<file path="src/rtl/reg_file_32.sv">
// reg_file_32: 32-entry x 32-bit register file, two registered read ports, one write port.
// Register 0 is hardwired to zero. Read data is registered (1-cycle latency) and
// qualified by a one-cycle rd_valid strobe.
//
// Ports:
//   clk      - system clock, all state updates on the rising edge
//   rst      - asynchronous active-high reset; clears storage and read outputs
//   rd_en    - read request, samples ra1/ra2 on the rising edge
//   ra1/ra2  - read addresses (operand A / operand B)
//   rd1/rd2  - registered read data; held while no read is accepted
//   rd_valid - high for one cycle after each accepted read
//   we/wa/wd - write enable, address and data; writes to address 0 are dropped
//
// Build option:
//   REGFILE_BYPASS_EN - when defined, a read on the same edge as a write to the same
//                       nonzero address returns the new write data (write-first).
//                       When undefined, the read returns the pre-write value (read-first).
module reg_file_32 #(
  parameter int unsigned DATA_W = 32,
  parameter int unsigned ADDR_W = 5
) (
  input  logic              clk,
  input  logic              rst,
  input  logic              rd_en,
  input  logic [ADDR_W-1:0] ra1,
  input  logic [ADDR_W-1:0] ra2,
  output logic [DATA_W-1:0] rd1,
  output logic [DATA_W-1:0] rd2,
  output logic              rd_valid,
  input  logic              we,
  input  logic [ADDR_W-1:0] wa,
  input  logic [DATA_W-1:0] wd
);

  localparam int unsigned Depth = 2 ** ADDR_W;

  logic [DATA_W-1:0] mem_q [Depth];
  logic [DATA_W-1:0] rd1_d, rd1_q;
  logic [DATA_W-1:0] rd2_d, rd2_q;
  logic              rd_valid_q;
  logic              wr_en;

  // Entry 0 is never written, so it stays at its reset value of zero.
  assign wr_en = we && (wa != '0);

  always_ff @(posedge clk or posedge rst) begin
    if (rst) begin
      mem_q <= '{default: '0};
    end else if (wr_en) begin
      mem_q[wa] <= wd;
    end
  end

  // Read mux. Address 0 is forced to zero explicitly; the bypass compare cannot
  // fire for address 0 because wr_en already excludes it.
  always_comb begin
    rd1_d = (ra1 == '0) ? '0 : mem_q[ra1];
    rd2_d = (ra2 == '0) ? '0 : mem_q[ra2];
`ifdef REGFILE_BYPASS_EN
    if (wr_en && (wa == ra1)) rd1_d = wd;
    if (wr_en && (wa == ra2)) rd2_d = wd;
`endif
  end

  always_ff @(posedge clk or posedge rst) begin
    if (rst) begin
      rd1_q      <= '0;
      rd2_q      <= '0;
      rd_valid_q <= 1'b0;
    end else begin
      rd_valid_q <= rd_en;
      if (rd_en) begin
        rd1_q <= rd1_d;
        rd2_q <= rd2_d;
      end
    end
  end

  assign rd1      = rd1_q;
  assign rd2      = rd2_q;
  assign rd_valid = rd_valid_q;

endmodule

</file>
<file path="config.mk">
export PLATFORM = sky130hd
export DESIGN_NAME = reg_file_32
export DESIGN_NICKNAME = d
export VERILOG_FILES = /design/src/rtl/reg_file_32.sv
export SDC_FILE = /design/constraint.sdc
export NUM_CORES = 2
export LEC_CHECK = 0
export CELL_PAD_IN_SITES_DETAIL_PLACEMENT = 0
export CELL_PAD_IN_SITES_GLOBAL_PLACEMENT = 2
export CORE_MARGIN = 2
export CORE_UTILIZATION = 46
export DETAILED_ROUTE_END_ITERATION = 8
export MAX_ROUTING_LAYER = met4
export PLACE_DENSITY_LB_ADDON = 0.12
export REMOVE_ABC_BUFFERS = 1
export SKIP_CTS_REPAIR_TIMING = 1
export SLEW_MARGIN = 20
export SYNTH_ARGS = -nofsm -noshare
export SYNTH_HDL_FRONTEND = slang
export SYNTH_SLANG_ARGS = --single-unit
export TNS_END_PERCENT = 1
</file>
<file path="constraint.sdc">
create_clock -name clk -period 45.8 [get_ports clk]
set_input_delay 6.87 -clock clk [delete_from_list [all_inputs] [get_ports clk]]
set_output_delay 6.87 -clock clk [all_outputs]
set_load 0.02 [all_outputs]
</file>
==> results.toml <==
[run_status]
status = "finished clean"

[setup_path]
crit-reg2reg-launch = "mem_q[538]$_DFFE_PP0P_"
required_ns = 46.42
cp_num_buf_inv = 4
critPathMaxFanout = 63
cpLargestDelayFamily = "buffers and inverters"
crit_arrival_ns = 10.99
cpMostUsedCell = "buf_4"
cp-end-kind = "register"
crit_chain = "buf_8, buf_4, buf_4, buf_4, mux4_2, mux2_2, a2111oi_0, a31oi_1"
startpoint = "ra1[0]"
cp_slowest_cell = "buf_4"
rrSetupSlack_ns = 43.81
path_class = "primary input to register"
cp-start-kind = "primary input"
crit_path_max_incr_delay_ns = 0.77

[place]
gp_congestion = 0.819
port_buffers = 115
hpwlAfterDp_um = 104000
place_worst_setup_slack_ns = 34.53

[layout]
area_growth_pct = 11.3
postLayoutCoreUtil = 0.516
nets = 3968
drive_above_1_share = 0.434

[drt]
vias = 37600
drt_iter0_drc = 3631
drt_pass1_iterations = 7
wirelength_um = 194000
drc = 0
viasPerCell = 6.65
avgRoutedWirePerCell_um = 34.3
ant_nets = 0

[sta]
finalCritPeriodShare = 0.226
clock_skew_ns = 0.0242
hold_slack_ns = 0.396
final.min_clock_period_ns = 10.37
final.setup.worst_slack_ns = 35.43
grt_setup_unrepaired = "no"
worst_pin_slew_ns = 1.20
clock.fmax_ghz = 0.0964
setup_viol = 0
relSlewSlack = 0.201
drv_slew = 0
tns_ns = 0
hold_viol_final = 0

[cts]
clock_path_buffers = 3
tritoncts = "yes"
clk_pin_slew_worst_paths_ns = 0.06
cts.htree.levels = 4
clkSinkCount = 1089
clk_latency_ns = 0.76
root_buffer = "clkbuf_16"
cts_buffers = 132

[synth]
yosysTopAreaCell = "dfrtp_1"
async_reset_ff_frac = 1.00
synth.top_cell.area_share = 0.476
synth-edff-count = 0
yosys_warnings = 0
ys.flop_type = "dfrtp_1"
synth_area_leaders = "dfrtp_1 48%, mux2_2 19%, mux4_2 15%, mux2i_1 5.4%, clkbuf_1 1.6%"
synth.avg_cell_area_um2 = 14.3
synth_cell_type_count = 54
syn-cell-area_um2 = 57300
ys_seq_area_frac = 0.476
synth.most_common_cell = "dfrtp_1"
synth_seq_cells = 1089
ys_top_cells_by_count = "1089 x dfrtp_1, 986 x mux2_2, 392 x mux4_2"
syn_inst = 4016

[global_routing]
grt_pass1_vias = 39400
grt-ovfl-total = 0
grt_max_degree = 188
use_met3 = 0.0488
grtUsageTotal = 0.317
use_met1 = 0.445
grt_antenna_before_repair = 4
grt_pass1_wl_um = 283000
grt.busiest_layer = "met2"
use_met2 = 0.479

[floorplanning]
coreArea_um2 = 124000
row_count = 129
die_w_um = 357
initial_core_util = 0.463
die_h_um = 357
num_io_pins = 116
design.die.area_um2 = 127000

[power]
power_density_nw_per_um2 = 45.4
max-vdd-ir-drop_mv = 0.0397
power.leakage_uw = 0.0277

[hold_path]
min_from = "mem_q[995]$_DFFE_PP0P_"
holdCritPathClass = "register to register"

[job]
cap_viol_max_count = 0
## sequential cells by signal, summed over array words and instances (netlist names)
register	count
rd2	32
rd1	32
rd_valid	1
mem_q	1024
## where the power goes
part	internal (µW)	switching, µW
Combinational	329	238
Sequential	1140	143
Clock	619	423
Total	2090	803
## layout make-up
class / count / area, µm²
flip-flops and latches: 1089 / 27300
well taps: 1637 / 2050
clock buffers: 195 / 3950
multi-input cells: 2481 / 28300
diodes: 3 / 7.51
inverters: 7 / 36.3
fillers: 10400 / 59900
repair buffers: 206 / 1870
clock inverters: 38 / 359
## worst paths after layout
kind | end | cells after the start
max | rd1[7]$_DFFE_PP0P_ | 8
min | mem_q[995]$_DFFE_PP0P_ | 0
max reg2reg | rd1[26]$_DFFE_PP0P_ | 5
min reg2reg | mem_q[995]$_DFFE_PP0P_ | 0
max in group asynchronous | mem_q[855]$_DFFE_PP0P_ | 5
min in group asynchronous | mem_q[389]$_DFFE_PP0P_ | 2
## stage by stage
| stage | total power, µW | cells | area [µm²] |
|---|---|---|---|
| after detailed placement | 1870 | 5419 | 59500 |
| final | 2900 | 5656 | 63800 |
| after global routing | 3020 | 5654 | 63800 |
| after CTS | 2920 | 5652 | 63800 |
| after global placement | 1830 | 5419 | 59400 |
| after floorplan | 1660 | 3577 | 55300 |
## cell usage in the layout, fill, tap and decap left out, types with 23 or more instances in the layout
cell type / Yosys / layout
dfrtp_1: 1089 / 1089
clkbuf_16: 0 / 136
o21ai_0: 48 / 48
a2111oi_0: 36 / 36
mux2i_1: 307 / 307
mux2_1: 52 / 52
clkdlybuf4s50_1: 0 / 97
a22oi_1: 42 / 42
a21oi_1: 121 / 121
buf_4: 14 / 87
nand2_1: 76 / 59
clkbuf_8: 0 / 33
nor2_1: 98 / 80
a211o_1: 32 / 32
clkbuf_1: 248 / 27
mux4_2: 392 / 392
mux2_2: 986 / 986
o22ai_1: 62 / 62
nor2b_1: 26 / 23
## routing by layer
| layer | up-vias | part of all wire |
|---|---|---|
| li1 | 15200 | - |
| met1 | 20600 | 0.44 |
| met2 | 1467 | 0.46 |
| met3 | 350 | 0.067 |
| met4 | 0 | 0.030 |
| met5 | - | 0 |
## kinds of logic after synthesis
group / synth area share
AOI/OAI and AO/OA: 0.0543
buffers and inverters: 0.0351
DFF: 0.476
muxes: 0.412
and+or+nand+nor: 0.0231
Note: power is estimated with default switching activity, not from simulation.
